$ cat src/rtl/morse_decode_controller_if.sv
// Bus between the Morse decode controller and its surroundings: the key,
// tick, mode and backspace inputs plus the character buffer and status
// outputs. The controller takes the slave view; the driver side the master.
interface morse_decode_controller_if;
    logic        en;
    logic        tick;
    logic        key_in;
    logic        backspace;
    logic [63:0] char_buf;
    logic [3:0]  char_cnt;
    logic [2:0]  cur_len;
    logic [4:0]  cur_code;
    logic        commit;
    logic        err;

    modport master (
        output en, tick, key_in, backspace,
        input  char_buf, char_cnt, cur_len, cur_code, commit, err
    );

    modport slave (
        input  en, tick, key_in, backspace,
        output char_buf, char_cnt, cur_len, cur_code, commit, err
    );
endinterface

$ cat src/rtl/morse_decode_controller.sv
// Morse decode controller: times key presses against a prescaled slow tick,
// classifies each press as dot or dash, closes a character after a silence
// gap and keeps an 8-slot character buffer (slot 0 = newest). Slot format is
// {len[2:0], code[4:0]} with the newest symbol in code bit 0 (dot=0, dash=1).
module morse_decode_controller #(
    parameter logic [15:0] TICK_DIV  = 16'd1,
    parameter int          DOT_MAX   = 300,
    parameter int          GAP_TICKS = 700,
    parameter int          MAX_SYM   = 5
) (
    input  logic                       clk,
    input  logic                       rst,
    morse_decode_controller_if.slave   bus
);

    // Counter is just wide enough to hold GAP_TICKS and saturates at all-ones.
    localparam int            CW      = $clog2(GAP_TICKS + 1);
    localparam logic [CW-1:0] CNT_MAX = {CW{1'b1}};
    localparam logic [CW-1:0] GAP_LIM = CW'(GAP_TICKS);
    localparam logic [31:0]   DOT_LIM = 32'(DOT_MAX);
    localparam logic [2:0]    LEN_MAX = 3'(MAX_SYM);

    typedef enum logic [1:0] {
        IDLE   = 2'd0,
        PRESS  = 2'd1,
        GAP    = 2'd2,
        COMMIT = 2'd3
    } state_t;

    state_t        state_reg, state_next;
    logic [CW-1:0] cnt_reg, cnt_next, cnt_inc;
    logic [2:0]    cur_len_reg, cur_len_next;
    logic [4:0]    cur_code_reg, cur_code_next;
    logic [7:0]    slot_reg [8];
    logic [7:0]    slot_next [8];
    logic [3:0]    char_cnt_reg, char_cnt_next;
    logic          commit_reg, commit_next;
    logic          err_reg, err_next;
    logic          bs_pend_reg, bs_pend_next;
    logic          key_reg, bs_reg;
    logic [15:0]   div_reg;

    logic tick_en;
    logic key_rise, key_fall, bs_rise, bs_act;
    logic sym;

    // Edges are taken against the previous registered level, so they act one
    // clock after the input changes.
    assign key_rise = bus.key_in & ~key_reg;
    assign key_fall = ~bus.key_in & key_reg;
    assign bs_rise  = bus.backspace & ~bs_reg;
    // A backspace that landed in COMMIT is replayed on the following cycle.
    assign bs_act   = bs_rise | bs_pend_reg;

    // Only every TICK_DIV-th tick pulse advances the press/gap counter.
    assign tick_en  = bus.tick && ((div_reg + 16'd1) >= TICK_DIV);
    assign cnt_inc  = (cnt_reg == CNT_MAX) ? cnt_reg : cnt_reg + CW'(1);
    // Press length strictly above DOT_MAX ticks is a dash.
    assign sym      = ({{(32-CW){1'b0}}, cnt_reg} > DOT_LIM);

    // Input level history and tick prescaler; these run regardless of mode so
    // a key already held when the decoder is enabled produces no rise.
    always_ff @(posedge clk or posedge rst) begin
        if (rst) begin
            key_reg <= 1'b0;
            bs_reg  <= 1'b0;
            div_reg <= '0;
        end else begin
            key_reg <= bus.key_in;
            bs_reg  <= bus.backspace;
            if (bus.tick) begin
                div_reg <= tick_en ? 16'd0 : div_reg + 16'd1;
            end
        end
    end

    // State register and all controller storage.
    always_ff @(posedge clk or posedge rst) begin
        if (rst) begin
            state_reg    <= IDLE;
            cnt_reg      <= '0;
            cur_len_reg  <= '0;
            cur_code_reg <= '0;
            char_cnt_reg <= '0;
            commit_reg   <= 1'b0;
            err_reg      <= 1'b0;
            bs_pend_reg  <= 1'b0;
            for (int i = 0; i < 8; i++) begin
                slot_reg[i] <= '0;
            end
        end else begin
            state_reg    <= state_next;
            cnt_reg      <= cnt_next;
            cur_len_reg  <= cur_len_next;
            cur_code_reg <= cur_code_next;
            char_cnt_reg <= char_cnt_next;
            commit_reg   <= commit_next;
            err_reg      <= err_next;
            bs_pend_reg  <= bs_pend_next;
            for (int i = 0; i < 8; i++) begin
                slot_reg[i] <= slot_next[i];
            end
        end
    end

    // Next-state, symbol accumulation, buffer shifting and pulse generation.
    always_comb begin
        state_next    = state_reg;
        cnt_next      = cnt_reg;
        cur_len_next  = cur_len_reg;
        cur_code_next = cur_code_reg;
        char_cnt_next = char_cnt_reg;
        commit_next   = 1'b0;
        err_next      = 1'b0;
        bs_pend_next  = 1'b0;
        slot_next     = slot_reg;

        if (!bus.en) begin
            // Encoder mode owns the key: drop any partial character, keep the buffer.
            state_next    = IDLE;
            cnt_next      = '0;
            cur_len_next  = '0;
            cur_code_next = '0;
        end else if (state_reg == COMMIT) begin
            slot_next[0] = {cur_len_reg, cur_code_reg};
            for (int i = 1; i < 8; i++) begin
                slot_next[i] = slot_reg[i-1];
            end
            char_cnt_next = (char_cnt_reg == 4'd8) ? 4'd8 : char_cnt_reg + 4'd1;
            commit_next   = 1'b1;
            cur_len_next  = '0;
            cur_code_next = '0;
            cnt_next      = '0;
            state_next    = IDLE;
            bs_pend_next  = bs_rise;
        end else if (bs_act) begin
            if (cur_len_reg != 3'd0) begin
                // Erase the character being keyed and wait for a fresh key rise.
                cur_len_next  = '0;
                cur_code_next = '0;
                cnt_next      = '0;
                state_next    = IDLE;
            end else if (char_cnt_reg != 4'd0) begin
                // Remove the newest stored character; older ones move toward slot 0.
                for (int i = 0; i < 7; i++) begin
                    slot_next[i] = slot_reg[i+1];
                end
                slot_next[7]  = '0;
                char_cnt_next = char_cnt_reg - 4'd1;
            end
            // A release coinciding with backspace loses its symbol.
            if (state_reg == PRESS && key_fall) begin
                cnt_next   = '0;
                state_next = IDLE;
            end
        end else begin
            case (state_reg)
                IDLE: begin
                    if (key_rise) begin
                        cnt_next   = '0;
                        state_next = PRESS;
                    end
                end
                PRESS: begin
                    if (key_fall) begin
                        cnt_next = '0;
                        if (cur_len_reg < LEN_MAX) begin
                            cur_code_next = {cur_code_reg[3:0], sym};
                            cur_len_next  = cur_len_reg + 3'd1;
                            state_next    = GAP;
                        end else begin
                            // One symbol too many: the whole character is thrown away.
                            err_next      = 1'b1;
                            cur_len_next  = '0;
                            cur_code_next = '0;
                            state_next    = IDLE;
                        end
                    end else if (tick_en) begin
                        cnt_next = cnt_inc;
                    end
                end
                GAP: begin
                    if (key_rise) begin
                        cnt_next   = '0;
                        state_next = PRESS;
                    end else if (tick_en) begin
                        cnt_next = cnt_inc;
                        if (cnt_inc >= GAP_LIM) begin
                            state_next = COMMIT;
                        end
                    end
                end
                default: begin
                    state_next = IDLE;
                end
            endcase
        end
    end

    // Flatten the slot array onto the 64-bit buffer output.
    genvar gi;
    generate
        for (gi = 0; gi < 8; gi++) begin : g_slot_out
            assign bus.char_buf[8*gi +: 8] = slot_reg[gi];
        end
    endgenerate

    assign bus.char_cnt = char_cnt_reg;
    assign bus.cur_len  = cur_len_reg;
    assign bus.cur_code = cur_code_reg;
    assign bus.commit   = commit_reg;
    assign bus.err      = err_reg;

endmodule
$ cat src/flat_wrapper.sv
// flat-port wrapper written by rule: the top's interface ports become plain ports
module morse_decode_controller_flat 
#(
    parameter logic [15:0] TICK_DIV  = 16'd1,
    parameter int          DOT_MAX   = 300,
    parameter int          GAP_TICKS = 700,
    parameter int          MAX_SYM   = 5
)
  (clk, rst, bus_en, bus_tick, bus_key_in, bus_backspace, bus_char_buf, bus_char_cnt, bus_cur_len, bus_cur_code, bus_commit, bus_err);
  morse_decode_controller_if bus_i ();
  input  logic clk;
  input  logic rst;
  input wire logic [$bits(bus_i.en)-1:0] bus_en;
  input wire logic [$bits(bus_i.tick)-1:0] bus_tick;
  input wire logic [$bits(bus_i.key_in)-1:0] bus_key_in;
  input wire logic [$bits(bus_i.backspace)-1:0] bus_backspace;
  output wire logic [$bits(bus_i.char_buf)-1:0] bus_char_buf;
  output wire logic [$bits(bus_i.char_cnt)-1:0] bus_char_cnt;
  output wire logic [$bits(bus_i.cur_len)-1:0] bus_cur_len;
  output wire logic [$bits(bus_i.cur_code)-1:0] bus_cur_code;
  output wire logic [$bits(bus_i.commit)-1:0] bus_commit;
  output wire logic [$bits(bus_i.err)-1:0] bus_err;
  assign bus_i.en = bus_en;
  assign bus_i.tick = bus_tick;
  assign bus_i.key_in = bus_key_in;
  assign bus_i.backspace = bus_backspace;
  assign bus_char_buf = bus_i.char_buf;
  assign bus_char_cnt = bus_i.char_cnt;
  assign bus_cur_len = bus_i.cur_len;
  assign bus_cur_code = bus_i.cur_code;
  assign bus_commit = bus_i.commit;
  assign bus_err = bus_i.err;
  morse_decode_controller #(.TICK_DIV(TICK_DIV), .DOT_MAX(DOT_MAX), .GAP_TICKS(GAP_TICKS), .MAX_SYM(MAX_SYM)) u_core (.clk(clk), .rst(rst), .bus(bus_i));
endmodule
$ cat config.mk
export PLATFORM = sky130hd
export DESIGN_NAME = morse_decode_controller_flat
export DESIGN_NICKNAME = d
export VERILOG_FILES = /design/src/rtl/morse_decode_controller_if.sv /design/src/rtl/morse_decode_controller.sv /design/src/flat_wrapper.sv
export SDC_FILE = /design/constraint.sdc
export NUM_CORES = 1
export LEC_CHECK = 0
export BUFFER_PORTS_ARGS = -buffer_cell sky130_fd_sc_hd__buf_4
export CAP_MARGIN = 10
export CORE_MARGIN = 5
export CORE_UTILIZATION = 51
export DETAILED_ROUTE_END_ITERATION = 12
export PLACE_DENSITY = 0.72
export SYNTH_ARGS = -nofsm -noshare
export SYNTH_HDL_FRONTEND = slang
export SYNTH_SLANG_ARGS = --single-unit
export TNS_END_PERCENT = 10
$ cat constraint.sdc
create_clock -name clk -period 9.8 [get_ports clk]
set_clock_uncertainty 0.2 [all_clocks]
set_input_delay 2.45 -clock clk [delete_from_list [all_inputs] [get_ports clk]]
set_output_delay 2.45 -clock clk [all_outputs]
set_load 0.005 [all_outputs]
==> summary.md, run 1 <==
| Metric | Value |
|---|---|
| RD Place Congestion | `0.916` |
| Setup TNS Final | `0 ns` |
| Met1 WL | `5350 um` |
| CTS tree | `yes` |
| Ys flop type | `dfrtp_1` |
| Core area | `10700 sq um` |
| Worst Setup Start Kind | `input pin` |
| Max frequency | `0.235 GHz` |
| Clock buffer depth | `2` |
| Pwr/cell area | `241 nW/um^2` |
| Post-synth top area share | `0.492` |
| # rows | `38` |
| DP Worst Slack | `5.15 ns` |
| TritonCTS Buffers | `9` |
| First-pass GRT wire length | `20100 um` |
| Min Tclk post-route | `4.25 ns` |
| Final hold vios | `0` |
| Root Driver | `clkbuf_8` |
| Uppermost layer routed | `met4` |
| Final setup margin | `5.55 ns` |
| Maximum VDD drop | `0.000138 V` |
| Pins over their slew limit | `0` |
| Initial antenna violation count | `0` |
| Ant diodes | `0` |
| Detailed placer's ending HPWL | `8270 um` |
| Critical Path AT | `4.32 ns` |
| GRT Resource Usage Total | `0.190` |
| Status | `complete, no violations` |
| Pre-antenna DRT Iters | `5` |
| Vias/cell | `5.59` |
| Seq cells post-synth | `109` |
| Async S/R FF share, synth | `1.00` |
| Starting DRT DRC Count | `331` |
| Skew-Pair Late Insertion Delay | `0.38 ns` |
| R2R setup slack | `6.14 ns` |
| Max-slew headroom | `0.301` |
| Worst Hold Class | `flip-flop to flip-flop` |
| Yosys top cell by area | `dfrtp_1` |
| Final ANT Viol Nets | `0` |
| Die area | `13000 sq um` |
| RSZ-0062 raised after global routing | `false` |
| # Post-CTS Setup Buffers | `0` |
| Seq/Total Area, Yosys | `0.492` |
| Crit share post-route | `0.434` |
| # DRC | `0` |
| Average size of a mapped cell | `9.84 sq um` |
| # clock sinks | `109` |
| Worst-Margin Slew | `1.05 ns` |
| # setup viols final | `0` |
| PostCTS Resize Cnt | `0` |
| Post-synth cell types | `57` |
| H-tree levels | `3` |
| Syn nets | `582` |
| Critical path fanouts, max | `17` |
| Final nets | `650` |
| Routed wl met2 | `5770 um` |
| # Max-Cap Violations | `0` |
| Chip Width | `114 um` |
| Buffers on Ports | `83` |
| Post-synth EDFFs | `0` |
| CP Capture Type | `flip-flop` |
| Final wirelength | `11800 um` |
| Synth Instances | `563` |
| Largest cells by area after synthesis | `dfrtp_1, mux2i_1, a21oi_1` |
| I/O pin count | `84` |
| Mapped cell area | `5540 sq um` |
| Share of cells above drive strength 1 | `0.183` |
| Hold_buf cts | `0` |
| Reg clk slew, reported paths | `0.10 ns` |
| Vias | `4332` |
| GR Overflow Total | `0` |
| Pleak | `2.68 nW` |
| Critical path class | `input pin to flip-flop` |
| Worst EP required | `9.87 ns` |
| Synth warn | `0` |
| Avg WL per Cell | `15.2 um` |
| Max FFs per register | `64` |
| Largest net degree at the start of global routing | `121` |
| Metal3 WL | `464 um` |
| Vias in the first global route | `4093` |
| Initial Util | `0.516` |
| Die Ht | `114 um` |
| Layout area overhead | `16.7%` |
power by group:
| part | total, mW | switching, mW | internal, mW |
|---|---|---|---|
| clock network | 0.272 | 0.152 | 0.119 |
| logic | 0.555 | 0.251 | 0.304 |
| registers | 0.733 | 0.152 | 0.581 |
| total | 1.56 | 0.556 | 1.00 |
cell usage in the layout (no fill, tap or decap), drive strengths merged, types with 2 or more instances in the layout:
cell,instances
dfrtp,109
buf,86
nor2,78
a21oi,72
mux2i,58
nand2,36
nand3,20
inv,20
o21ai,19
nor2b,18
a22o,13
ha,13
clkbuf,11
a31oi,9
nor3,8
nand4,7
xnor2,5
xor2,5
nand2b,5
nand3b,3
and3,3
nor4,3
a21o,2
mux2,2
or3,2
o211ai,2
a2bb2oi,2
o31a,2
o311ai,2
or4,2
clkinv,2
cell families (layout without fill, tap and decap cells):
kind of cell | count (synthesis) | count (layout) | share of synthesized area
flip-flops | 109 | 109 | 0.492
adder cells (fa/ha/maj) | 13 | 13 | 0.0294
XOR/XNOR | 10 | 10 | 0.0158
AND/OR/NAND/NOR | 188 | 188 | 0.167
multiplexers | 60 | 60 | 0.109
buffers and inverters | 48 | 120 | 0.0327
AO/OA/AOI/OAI | 135 | 135 | 0.154
cell usage after synthesis, drive strengths merged (2+ instances only):
library cell,number
ha,13
o311ai,2
nand3b,3
clkbuf,27
o211ai,2
a31oi,9
or4,2
nand3,20
o31a,2
a22o,13
a21o,2
nand2b,5
or3,2
nor2b,18
nor3,8
nand4,7
nor4,3
nand2,36
mux2i,58
and3,3
buf,2
nor2,78
inv,18
mux2,2
xor2,5
xnor2,5
dfrtp,109
o21ai,19
a2bb2oi,2
a21oi,72
routing by layer:
layer  GRT usage  vias to the layer above
met1       0.253                     2112
li1            -                     2125
met3      0.0349                       15
met4      0.0657                        0
met5           0                        -
met2       0.314                       80
final cells by class:
type,count,area [sq um]
well taps,140,175
flip-flops and latches,109,2730
multi-input cells,406,2660
fillers,891,4280
clock buffers,11,131
repair buffers,86,646
inverters,19,73.8
clock inverters,4,56.3
worst paths after layout:
path	startpoint	endpoint	cells past startpoint
worst max-delay path	bus_backspace	u_core.cnt_reg[4]	8
worst min-delay path	u_core.bus.char_buf[62]	u_core.bus.char_buf[62]	2
worst max register to register	u_core.state_reg[0]	u_core.cnt_reg[4]	9
worst min register to register	u_core.bus.char_buf[62]	u_core.bus.char_buf[62]	2
max in group asynchronous	rst	u_core.bus.char_buf[7]	3
min in group asynchronous	rst	u_core.bus.char_buf[17]	2
through the flow:
step	power, mW	instances	util	area (sq um)	hold WS (ns)
finish	1.56	775	0.602	6460	0.308
global route	1.68	775	0.602	6460	0.355
CTS	1.58	775	0.602	6460	0.313
detailed placement	1.31	760	0.584	6280	0.285
global placement	1.28	760	0.584	6280	0.277
floorplan	1.01	563	-	5540	0.284
critical path: stages:
cell and delay [ns]:
buf_4 0.12, nor2b_1 0.13, o2111a_1 0.26, a2bb2oi_1 0.27, nand3_1 0.14, a21oi_2 0.54, inv_1 0.08, o311ai_0 0.33
Power figures use the tool's default switching activity.
==> run 2: changes to the inputs <==
Clock period 9.8 ns to 4.1 ns, I/O delays scaled along.
==> run 2 against run 1 <==
Cell count grew 0.26%. Design area rose by 0.27%. Largest cell class unchanged. Highest routed layer unchanged. First-iteration DRC count is 10% lower.
==> summary.md, run 2 (synthesized netlist as in run 1, its figures left out) <==
| Metric | Value |
|---|---|
| Leading cell types in the layout, fill and taps excluded | `dfrtp_1, buf_4, nor2_1` |
| Worst-Margin Slew | `1.04 ns (-0.0133 ns)` |
| Max-slew headroom | `0.310 (+0.00886)` |
| GRT Resource Usage Total | `0.192 (+0.00229)` |
| Vias in the first global route | `4083 (-0.24%)` |
| Ant diodes | `0 (unchanged)` |
| Initial antenna violation count | `0 (unchanged)` |
| Final wirelength | `12100 um (+2.7%)` |
| Starting DRT DRC Count | `298 (-10%)` |
| Worst Hold Class | `flip-flop to flip-flop` |
| CP top delay family | `compound AO/OA/AOI/OAI gates` |
| Setup TNS Final | `0 ns (unchanged)` |
| Critical Path AT | `3.01 ns (-1.31 ns)` |
| Placed Cells | `761 (+0.13%)` |
| Critical-path top delay cell | `a21oi_2` |
| Largest stage delay, worst path | `0.57 ns (+0.03 ns)` |
| Die Ht | `114 um (unchanged)` |
| Chip Width | `114 um (unchanged)` |
| Share of cells above drive strength 1 | `0.187 (+0.00414)` |
| TritonCTS Buffers | `9 (unchanged)` |
| # setup viols final | `0 (unchanged)` |
| Final hold vios | `0 (unchanged)` |
| DP Worst Slack | `0.890 ns (-4.26 ns)` |
| I/O pin count | `84 (unchanged)` |
| Critical path fanouts, max | `17 (unchanged)` |
| Worst Setup Start Kind | `flip-flop` |
| First-pass GRT wire length | `20400 um (+1.3%)` |
| Clock buffer depth | `2 (unchanged)` |
| Root Driver | `clkbuf_8` |
| Maximum VDD drop | `0.000403 V (+190%)` |
| PostCTS Resize Cnt | `0 (unchanged)` |
| Final nets | `651 (+0.15%)` |
| Initial Util | `0.516 (unchanged)` |
| GR Overflow Total | `0 (unchanged)` |
| # DRC | `0 (unchanged)` |
| Critical path cell sequence | `ha_1 > nand3_2 > nor4_2 > mux2i_1 > nor4_4 > a21oi_2 > inv_1 > o311ai_0` |
| RD Place Congestion | `0.898 (-2.0%)` |
| Crit share post-route | `0.720` |
| Reg clk slew, reported paths | `0.10 ns (about the same)` |
| Pins over their slew limit | `0 (unchanged)` |
| Register area | `2730 sq um (unchanged)` |
| Layout area overhead | `17.0%` |
| Die area | `13000 sq um (unchanged)` |
| Non-filler instance count after layout | `777 (+0.26%)` |
| Worst EP required | `4.16 ns (-5.71 ns)` |
| Detailed placer's ending HPWL | `8610 um (+4.1%)` |
| Vias/cell | `5.58 (about the same)` |
| # fillers | `936 (+5.1%)` |
| Pwr/cell area | `572 nW/um^2 (+140%)` |
| CP Capture Type | `flip-flop` |
| Max FFs per register | `64 (unchanged)` |
| Final setup margin | `1.15 ns (-4.40 ns)` |
| Final ANT Viol Nets | `0 (unchanged)` |
| Avg WL per Cell | `15.6 um (+2.4%)` |
| Commonest non-fill, non-tap cell in the layout | `dfrtp_1` |
| # Post-CTS Setup Buffers | `0 (unchanged)` |
| Hold_buf cts | `0 (unchanged)` |
| Min Tclk post-route | `2.95 ns` |
| Core area | `10700 sq um (unchanged)` |
| Buffers on Ports | `83 (unchanged)` |
| Total power | `3.71 mW (+140%)` |
| # Max-Cap Violations | `0 (unchanged)` |
| Pleak | `2.69 nW (+0.25%)` |
| Status | `complete, no violations` |
| # clock sinks | `109 (unchanged)` |
| Largest net degree at the start of global routing | `100 (-17%)` |
| Vias | `4339 (+0.16%)` |
| Critical path class | `flip-flop to flip-flop` |
| Worst Path Buf+Inv | `1 (-1)` |
| CTS tree | `yes` |
| RSZ-0062 raised after global routing | `false` |
| Pre-antenna DRT Iters | `4 (-1)` |
| # rows | `38 (unchanged)` |
| H-tree levels | `3 (unchanged)` |
| Multi-input gate area | `2660 sq um (unchanged)` |
| Skew-Pair Late Insertion Delay | `0.37 ns (about the same)` |
| Max frequency | `0.339 GHz` |
run 2: changes by cell type in the layout (fill, tap and decap cells not counted):
cell,before,now
buf_12,0,1
clkinvlp_4,0,1
clkbuf_1,2,1
bufinv_16,1,0
clkinv_4,1,0
clkinv_2,0,1
clkbuf_8,9,11
run 2: through the flow:
step	cell area, sq um	utilization	hold slack (ns)
after global routing	6480	0.603	0.328
final	6480	0.603	0.299
after detailed placement	6300	0.586	0.279
after CTS	6480	0.603	0.303
after floorplan	5540	-	0.284
after global placement	6300	0.586	0.280
run 2: worst reg2reg max path: cells and delay by family, from the launching register on:
kind	cells	cell delay, ns
flops	1	0.48
simple gates	3	0.61
mux	1	0.32
buf+inv	1	0.08
compound gates	2	0.88
fa+ha+maj	1	0.27
run 2: power breakdown:
| part | switching (mW) | leakage [nW] | internal [mW] |
|---|---|---|---|
| clock | 0.361 | 0.0934 | 0.258 |
| combinational | 0.604 | 1.27 | 0.731 |
| sequential | 0.366 | 1.33 | 1.39 |
run 2: metal layers:
| metal | wire [um] | track usage | vias to the layer above |
|---|---|---|---|
| li1 | - | - | 2130 |
| met1 | 5420 | 0.252 | 2109 |
| met2 | 5960 | 0.322 | 88 |
| met5 | 0 | 0 | - |
| met3 | 523 | 0.0381 | 12 |
| met4 | 184 | 0.0649 | 0 |
run 2: final timing paths:
check                                          end                    start  slack (ns)  cells past startpoint
hold / removal             u_core.bus.char_buf[62]  u_core.bus.char_buf[62]        0.30                      2
setup reg to reg                 u_core.cnt_reg[4]        u_core.div_reg[1]        1.15                      8
min in group asynchronous        u_core.div_reg[7]                      rst        0.58                      2
hold reg to reg            u_core.bus.char_buf[62]  u_core.bus.char_buf[62]        0.30                      2
setup / recovery                 u_core.cnt_reg[4]        u_core.div_reg[1]        1.15                      8
max in group asynchronous   u_core.bus.char_buf[8]                      rst        2.25                      3
run 2: area by class of cell:
type,count,share of cell area
Tap cell,140,0.0270
Sequential cell,109,0.421
Inverter,19,0.0114
Multi-Input combinational cell,406,0.410
Clock inverter,4,0.00463
Clock buffer,12,0.0239
Timing Repair Buffer,87,0.103
